## src/rtl/ysyx_22040931_alu_issue.sv

```systemverilog
// ysyx_22040931_alu_issue
// Issue stage between the ID pipeline register and the ALU. Holds one decoded
// op, presents it to the ALU with an id_valid/alu_ready handshake, waits for
// alu_valid and captures the result into a one-entry writeback register that
// drains toward WB with wb_valid/wb_ready. A flush kills the held op; if the
// ALU has already taken it, the result is drained and thrown away.
//
// Optional build macro: YSYX_22040931_ALU_ISSUE_PERF_EN
//   adds saturating 32-bit perf_ops / perf_stall counters and their ports.

module ysyx_22040931_alu_issue #(
    parameter int DATA_W = 64,
    parameter int PC_W   = 64,
    parameter int OP_W   = 8,
    parameter int RD_W   = 5
) (
    input  logic              clock,
    input  logic              reset,
    input  logic              flush,
    // decoded op from ID
    input  logic              in_valid,
    output logic              in_ready,
    input  logic [OP_W-1:0]   in_op,
    input  logic [DATA_W-1:0] in_num1,
    input  logic [DATA_W-1:0] in_num2,
    input  logic [DATA_W-1:0] in_imm,
    input  logic [PC_W-1:0]   in_pc,
    input  logic [RD_W-1:0]   in_rd,
    // ALU handshake
    output logic              id_valid,
    input  logic              alu_ready,
    input  logic              alu_valid,
    output logic              ex_ready,
    output logic [OP_W-1:0]   op,
    output logic [DATA_W-1:0] num1,
    output logic [DATA_W-1:0] num2,
    output logic [DATA_W-1:0] imm,
    output logic [PC_W-1:0]   pc,
    input  logic [DATA_W-1:0] out,
    // writeback entry
    output logic              wb_valid,
    input  logic              wb_ready,
    output logic [DATA_W-1:0] wb_data,
    output logic [RD_W-1:0]   wb_rd
`ifdef YSYX_22040931_ALU_ISSUE_PERF_EN
    ,
    output logic [31:0]       perf_ops,
    output logic [31:0]       perf_stall
`endif
);

    typedef enum logic [1:0] {
        ST_IDLE  = 2'd0,  // nothing held
        ST_BUSY  = 2'd1,  // op held, ALU has not taken it yet
        ST_WAIT  = 2'd2,  // ALU took the op, result pending
        ST_DRAIN = 2'd3   // op was flushed after the ALU took it
    } state_t;

    state_t              r_state;

    logic [OP_W-1:0]     r_op;
    logic [DATA_W-1:0]   r_num1;
    logic [DATA_W-1:0]   r_num2;
    logic [DATA_W-1:0]   r_imm;
    logic [PC_W-1:0]     r_pc;
    logic [RD_W-1:0]     r_rd;

    logic                r_wb_valid;
    logic [DATA_W-1:0]   r_wb_data;
    logic [RD_W-1:0]     r_wb_rd;

    logic                w_wb_free;
    logic                w_issuing;
    logic                w_ex_ready;
    logic                w_done;
    logic                w_in_ready;
    logic                w_accept;

    // The wb slot can take a new result if it is empty or being read this cycle.
    assign w_wb_free  = !r_wb_valid || wb_ready;
    assign w_issuing  = (r_state == ST_BUSY) || (r_state == ST_WAIT);

    // In DRAIN the result is unwanted, so it is consumed regardless of WB.
    assign w_ex_ready = (w_issuing && w_wb_free && !flush) || (r_state == ST_DRAIN);

    // A result is captured only for a live op the ALU has actually accepted.
    assign w_done     = w_ex_ready && alu_valid &&
                        ((r_state == ST_WAIT) || ((r_state == ST_BUSY) && alu_ready));

    // Gated with reset so nothing is offered upstream while reset is held.
    assign w_in_ready = reset && !flush && ((r_state == ST_IDLE) || w_done);
    assign w_accept   = in_valid && w_in_ready;

    assign in_ready   = w_in_ready;
    assign id_valid   = (r_state == ST_BUSY);
    assign ex_ready   = w_ex_ready;

    assign op         = r_op;
    assign num1       = r_num1;
    assign num2       = r_num2;
    assign imm        = r_imm;
    assign pc         = r_pc;

    assign wb_valid   = r_wb_valid;
    assign wb_data    = r_wb_data;
    assign wb_rd      = r_wb_rd;

    // Issue FSM: flush outranks completion and new accepts.
    always_ff @(posedge clock or negedge reset) begin
        if (!reset) begin
            r_state <= ST_IDLE;
        end else begin
            case (r_state)
                ST_IDLE: begin
                    if (w_accept) r_state <= ST_BUSY;
                    else          r_state <= ST_IDLE;
                end
                ST_BUSY: begin
                    if (flush) begin
                        // Not yet taken, or finishing right now: simply drop it.
                        if (!alu_ready || alu_valid) r_state <= ST_IDLE;
                        else                         r_state <= ST_DRAIN;
                    end else if (w_done) begin
                        if (w_accept) r_state <= ST_BUSY;
                        else          r_state <= ST_IDLE;
                    end else if (alu_ready) begin
                        r_state <= ST_WAIT;
                    end else begin
                        r_state <= ST_BUSY;
                    end
                end
                ST_WAIT: begin
                    if (flush) begin
                        if (alu_valid) r_state <= ST_IDLE;
                        else           r_state <= ST_DRAIN;
                    end else if (w_done) begin
                        if (w_accept) r_state <= ST_BUSY;
                        else          r_state <= ST_IDLE;
                    end else begin
                        r_state <= ST_WAIT;
                    end
                end
                ST_DRAIN: begin
                    if (alu_valid) r_state <= ST_IDLE;
                    else           r_state <= ST_DRAIN;
                end
                default: begin
                    r_state <= ST_IDLE;
                end
            endcase
        end
    end

    // Held op and operands: loaded on accept, otherwise stable toward the ALU.
    always_ff @(posedge clock or negedge reset) begin
        if (!reset) begin
            r_op   <= {OP_W{1'b0}};
            r_num1 <= {DATA_W{1'b0}};
            r_num2 <= {DATA_W{1'b0}};
            r_imm  <= {DATA_W{1'b0}};
            r_pc   <= {PC_W{1'b0}};
            r_rd   <= {RD_W{1'b0}};
        end else if (w_accept) begin
            r_op   <= in_op;
            r_num1 <= in_num1;
            r_num2 <= in_num2;
            r_imm  <= in_imm;
            r_pc   <= in_pc;
            r_rd   <= in_rd;
        end else begin
            r_op   <= r_op;
            r_num1 <= r_num1;
            r_num2 <= r_num2;
            r_imm  <= r_imm;
            r_pc   <= r_pc;
            r_rd   <= r_rd;
        end
    end

    // Writeback entry: capture overwrites (valid stays high), else drain on wb_ready.
    always_ff @(posedge clock or negedge reset) begin
        if (!reset) begin
            r_wb_valid <= 1'b0;
            r_wb_data  <= {DATA_W{1'b0}};
            r_wb_rd    <= {RD_W{1'b0}};
        end else if (w_done) begin
            r_wb_valid <= 1'b1;
            r_wb_data  <= out;
            r_wb_rd    <= r_rd;
        end else if (wb_ready) begin
            r_wb_valid <= 1'b0;
        end else begin
            r_wb_valid <= r_wb_valid;
        end
    end

`ifdef YSYX_22040931_ALU_ISSUE_PERF_EN
    logic [31:0] r_perf_ops;
    logic [31:0] r_perf_stall;

    assign perf_ops   = r_perf_ops;
    assign perf_stall = r_perf_stall;

    // Saturating counters: completed ops, and occupied cycles without completion.
    always_ff @(posedge clock or negedge reset) begin
        if (!reset) begin
            r_perf_ops   <= 32'd0;
            r_perf_stall <= 32'd0;
        end else begin
            if (w_done && (r_perf_ops != 32'hFFFF_FFFF)) begin
                r_perf_ops <= r_perf_ops + 32'd1;
            end else begin
                r_perf_ops <= r_perf_ops;
            end
            if ((r_state != ST_IDLE) && !w_done && (r_perf_stall != 32'hFFFF_FFFF)) begin
                r_perf_stall <= r_perf_stall + 32'd1;
            end else begin
                r_perf_stall <= r_perf_stall;
            end
        end
    end
`endif

endmodule

```

## config.mk

```make
export PLATFORM = sky130hd
export DESIGN_NAME = ysyx_22040931_alu_issue
export DESIGN_NICKNAME = d
export VERILOG_FILES = /design/src/rtl/ysyx_22040931_alu_issue.sv
export SDC_FILE = /design/constraint.sdc
export NUM_CORES = 1
export LEC_CHECK = 0
export CAP_MARGIN = 5
export CORE_AREA = 10 10 252 254
export DETAILED_ROUTE_END_ITERATION = 7
export DIE_AREA = 0 0 262 264
export GPL_TIMING_DRIVEN = 0
export PLACE_DENSITY = 0.53
export SYNTH_ARGS = -nofsm -noshare
export SYNTH_HDL_FRONTEND = slang
export SYNTH_SLANG_ARGS = --single-unit
```

## constraint.sdc

```tcl
create_clock -name clock -period 2.6 [get_ports clock]
set_clock_uncertainty 0.15 [all_clocks]
set_input_delay 0.39 -clock clock [delete_from_list [all_inputs] [get_ports clock]]
set_output_delay 0.39 -clock clock [all_outputs]
set_load 0.01 [all_outputs]
```

After elaboration in Yosys (flattened, before gate mapping) --
Index checks and enable logic that the tools add are counted.
Operators by class: $add $sub $neg 0, multiply operators 0, div/mod/pow operators 0, order comparisons 0, equality and inequality tests 3, shift-type cells 0, multiplexer cells 11, bitwise logic cells 0, reduce and logical (&&, ||, !) cells 19
Operators by type and width (count):
- two-way mux 2 bit | 7
- logical AND 1 bit | 8
- case mux 2 bit (4 select lines) | 1
- logical OR 1 bit | 6
- == test 2 bit, second input constant | 2
- logical NOT 1 bit | 3
- two-way mux 1 bit | 3
- == test 2 x 1 -> 1 bit, second input constant | 1
- logical NOT 2 bit | 1
- nonzero test 2 bit | 1
Storage, ports and cells: flip-flop bits (word level) 341, latch bits 0, bits in writable memories 0, memory bits (read-only) 0, bits of input ports 340, output and inout port bits 337, logic and storage cells 43, memories kept 0

Longest topological paths before layout --
depth in word-level cells 14, gate-level depth with buffers 8, gate-level depth less buffers 6

Least setup slack after synthesis --
OpenSTA, ideal clock, no wires.
path type reg2reg, start point register r_state[0], end point register r_num1[0] (netlist: num1[0]), setup time 0.127 ns, data arrival time 2.049 ns, required time 2.323 ns, setup slack 0.273 ns, stages on the path, launching flop included 9, path buffers 2, clock period less this slack 2.327 ns, path through dfrtp_1 inv_1 ha_1 inv_1 o31a_1 nor3_2 buf_4 buf_6 mux2_1
Between the ends: longest elaborated chain between the ends 10, elaborated cells between the ends (all ways) 15, those cells by class 3 x eq/ne; 12 x reduce/logical
Ends and longest elaborated chain:
- start, declared | RTL line 59 | state_t r_state;
- start signal, assigned | RTL line 111 | r_state <= ST_IDLE;
- start signal, assigned | RTL line 115 | if (w_accept) r_state <= ST_BUSY;
- start signal, assigned | RTL line 116 | else r_state <= ST_IDLE;
- == test 2 x 1 -> 1 bit or == test 2 bit (tied branches) | RTL line 81, 88
- logical OR 1 bit | RTL line 81 | assign w_issuing = (r_state == ST_BUSY) || (r_state == ST_WAIT);
- logical AND 1 bit (2 in series) | RTL line 84 | assign w_ex_ready = (w_issuing && w_wb_free && !flush) || (r_state == ST_DRAIN);
- logical OR 1 bit | RTL line 84
- logical AND 1 bit (2 in series) | RTL line 87 | assign w_done = w_ex_ready && alu_valid &&
- logical OR 1 bit * | RTL line 91 | assign w_in_ready = reset && !flush && ((r_state == ST_IDLE) || w_done);
- logical AND 1 bit * | RTL line 91
- logical AND 1 bit * | RTL line 92 | assign w_accept = in_valid && w_in_ready;
- end signal, assigned | RTL line 158 | r_num1 <= {DATA_W{1'b0}};
- end signal, assigned | RTL line 165 | r_num1 <= in_num1;
- end signal, assigned | RTL line 172 | r_num1 <= r_num1;
- end, declared | RTL line 62 | logic [DATA_W-1:0] r_num1;
Mark *: on every way between the ends. The rest lies on a longest branch, timed or not. A chain may end at the register's enable or synchronous reset.

Worst setup path after layout --
start point register r_state[0], end point register r_num2[0] (netlist: num2[0])
Between the ends: longest elaborated chain between the ends 10, elaborated cells between the ends (all ways) 15, those cells by class 3 x eq/ne; 12 x reduce/logical
Ends and longest elaborated chain:
- == test 2 x 1 -> 1 bit or == test 2 bit (tied branches) | RTL line 81, 88
- logical OR 1 bit | RTL line 81
- logical AND 1 bit (2 in series) | RTL line 84
- logical OR 1 bit | RTL line 84
- logical AND 1 bit (2 in series) | RTL line 87
- logical OR 1 bit * | RTL line 91
- logical AND 1 bit * | RTL line 91
- logical AND 1 bit * | RTL line 92
- end signal, assigned | RTL line 159 | r_num2 <= {DATA_W{1'b0}};
- end signal, assigned | RTL line 166 | r_num2 <= in_num2;
- end signal, assigned | RTL line 173 | r_num2 <= r_num2;
- end, declared | RTL line 63 | logic [DATA_W-1:0] r_num2;
Marked as above.

==> results.ini <==
[power_and_ir_drop]
power_frac_seq_pct = 39.9
switching_share_pct = 26.8
leakage_nw = 9.40
power.density_mw_per_mm2 = 780
clockPowerShare_pct = 32.2
vdd_drop_max_mv = 0.481
p_sw_mw = 4.67
combPwrFrac_pct = 27.9
power.internal_mw = 12.8

[worst_setup_path]
cp_common_cell = buf_4
path_class = reg -> reg
path_buf_inv = 6
startpoint_type = register
cp_top_family = buffers and inverters
slowest_delay_ns = 0.38
worstPathCellList = inv_2, ha_4, inv_2, o31a_1, buf_4, nor3_4, buf_12, buf_4, buf_4, mux2_1
end_kind = register
timing.rr.end = num2[0]
reg2reg_slack_ns = 0.07
rr_worst_depth = 10
critPathSlowestCell = dfrtp_1
cp.required_ns = 2.86
r2r_start = r_state[0]
arrival_ns = 2.80
crit_fanout = 10

[routing]
ant_nets = 0
vias = 9175
avgRoutedWirePerCell_um = 22.4
wl_um = 51200
drtIter0Drc = 265
viasPerCell = 4.01
drtPass1Iterations = 4
drc_errors = 0

[clocking]
root_buffer = clkbuf_16
cts_sinks = 341
clk_pin_slew_ns = 0.06
cts-buffers-inserted = 40
tritoncts = done
clockBufferDepth = 3
htree_levels = 2
worstSkewPairLatency_ns = 0.54

[cells_and_area]
syn_to_final_growth_pct = 74.2
final_common_cell = clkdlybuf4s50_1
nets = 1828
fin_cells = 2286
most-common-layout-cells = 673 x clkdlybuf4s50_1, 341 x dfrtp_1, 199 x mux2_1
fillers = 5589
drive_above_1_share_pct = 17.9

[floorplanning]
core_mm2 = 0.0585
chipWidth_um = 262
rows = 89
dieArea_mm2 = 0.0692
die_h_um = 264
initial_core_util_pct = 21.9
ios = 677

[hold_path]
min_to = num1[10]
whs_path_depth = 2
worstHoldPathType = in -> reg
hp-start = in_num1[10]

[global_routing]
overflow = 0
grt_pass1_wl_um = 72700
antenna_found_initial = 7
grt_max_degree = 101
grt_pass1_vias = 10283
grt_usage_pct = 14.2

[timing]
period_minus_slack_ns = 2.53
hold_viol = 0
slew_headroom_pct = 62.9
rsz0062_at_grt = yes
finalMaxSlewViolations = 0
finalCritPeriodShare_pct = 97.4
fmaxAchievable_ghz = 0.395
setup_viol = 0
setup_ws_ns = 0.0681
worst_pin_slew_ns = 0.556

[synth]
post-synth-top-area-fraction_pct = 66.6
synth_area_leaders = dfrtp_1 67%, mux2_1 17%, mux2_2 12%, buf_6 0.88%, buf_4 0.70%
synth_largest_area_cell = dfrtp_1
synth_area_mm2 = 0.0128
ys_types = 23
synth-seq-cells = 341
synth-seq-area-share_pct = 66.6
syn_nets = 1089
yosys_warnings = 0
avgSynthCellArea_um2 = 17.2
synthCells = 745

[placed_design]
place_worst_setup_slack_ns = -1.79
io_buffers = 676
hpwl_um = 40200
gp_congestion = 0.772
dp_cells = 2197

[run]
drv_cap = 0

[outcome]
run_status = finished clean

-- what timing repair did --
action	in CTS	in global routing
hold endpoints to repair	99	0
pin swaps	3	1
hold buffers	10	0
buffers inserted	6	0
gates cloned	2	0
endpoints found under the setup margin	292	142
gates resized for setup	20	10
-- Yosys cell counts --
master and instances:
a21o_1 1, a21oi_1 4, buf_2 13, buf_4 12, buf_6 10, clkbuf_1 2
dfrtp_1 341, ha_1 4, inv_1 3, mux2_1 199, mux2_2 139, nand3b_1 2
nor2_1 3, nor2b_1 1, nor3_1 1, nor3_2 1, nor4b_1 1, o211a_1 1
o21ai_0 1, o21bai_1 2, o31a_1 1, or2_2 2, or4b_2 1
-- how the worst max path moves through the flow --
stage / from / endpoint / slack, ns / cells after the start
floorplan: r_state[0] / num1[0] / 0.27 / 8
global placement: reset / wb_data[1] / -14.83 / 1
detailed placement: reset / num1[33] / -1.79 / 8
CTS: r_state[0] / in_ready / -0.006 / 6
global route: r_state[0] / in_ready / -0.04 / 6
finish: r_state[0] / num2[0] / 0.07 / 10
-- metal layers --
metal	vias to the layer above	GRT usage [%]	share of wire, %
met3	65	7.20	12
met2	431	25.7	51
met1	4550	14.1	34
met4	8	3.25	1.8
met5	-	0	0.13
li1	4121	-	-
-- cell families after synthesis --
group                      after synthesis  share of synthesized area (%)
DFF                                    341                           66.6
and+or+nand+nor                         12                          0.615
muxes                                  338                           29.7
buffers and inverters                   40                           2.23
AOI/OAI and AO/OA                       10                          0.517
adders and majority gates                4                          0.390
-- through the flow --
stage / setup TNS, ns / hold WS (ns) / total power [mW] / utilization [%] / area (um2)
2_1_floorplan: 0 / -0.0556 / 8.43 / - / 12800
3_3_place_gp: -8763.49 / 0.317 / 11.9 / 35.2 / 20600
3_5_place_dp: -470.23 / 0.229 / 12.0 / 35.3 / 20600
4_1_cts: -0.00606 / 0.249 / 17.8 / 38.2 / 22300
5_1_grt: -0.984 / 0.264 / 18.3 / 38.2 / 22300
6_report: 0 / 0.295 / 17.4 / 38.2 / 22300
-- final cells by class --
| type | instances | area, um2 | area share (%) |
|---|---|---|---|
| antenna | 1 | 2.50 | 0.0112 |
| clock inverter | 9 | 70.1 | 0.314 |
| inverter | 3 | 11.3 | 0.0504 |
| buffer | 37 | 300 | 1.34 |
| tap | 773 | 967 | 4.33 |
| timing repair buffer | 697 | 7160 | 32.0 |
| clock buffer | 61 | 1240 | 5.56 |
| multi-input combinational | 364 | 4060 | 18.2 |
| sequential | 341 | 8530 | 38.2 |
-- sequential cells by signal, indices dropped and copies added, names as in the netlist --
name / flops
imm: 64
num1: 64
num2: 64
op: 8
pc: 64
r_rd: 5
r_state: 2
wb_data: 64
wb_rd: 5
wb_valid: 1
-- power by group through the flow --
stage,clock [mW],combinational [mW],sequential [mW]
2_1_floorplan,0,0.916,7.52
5_1_grt,6.08,5.18,7.09
4_1_cts,5.86,5.00,6.96
6_report,5.61,4.87,6.94
3_3_place_gp,0,4.87,7.03
3_5_place_dp,0,4.91,7.05
Note: power is estimated with default switching activity, not from simulation.
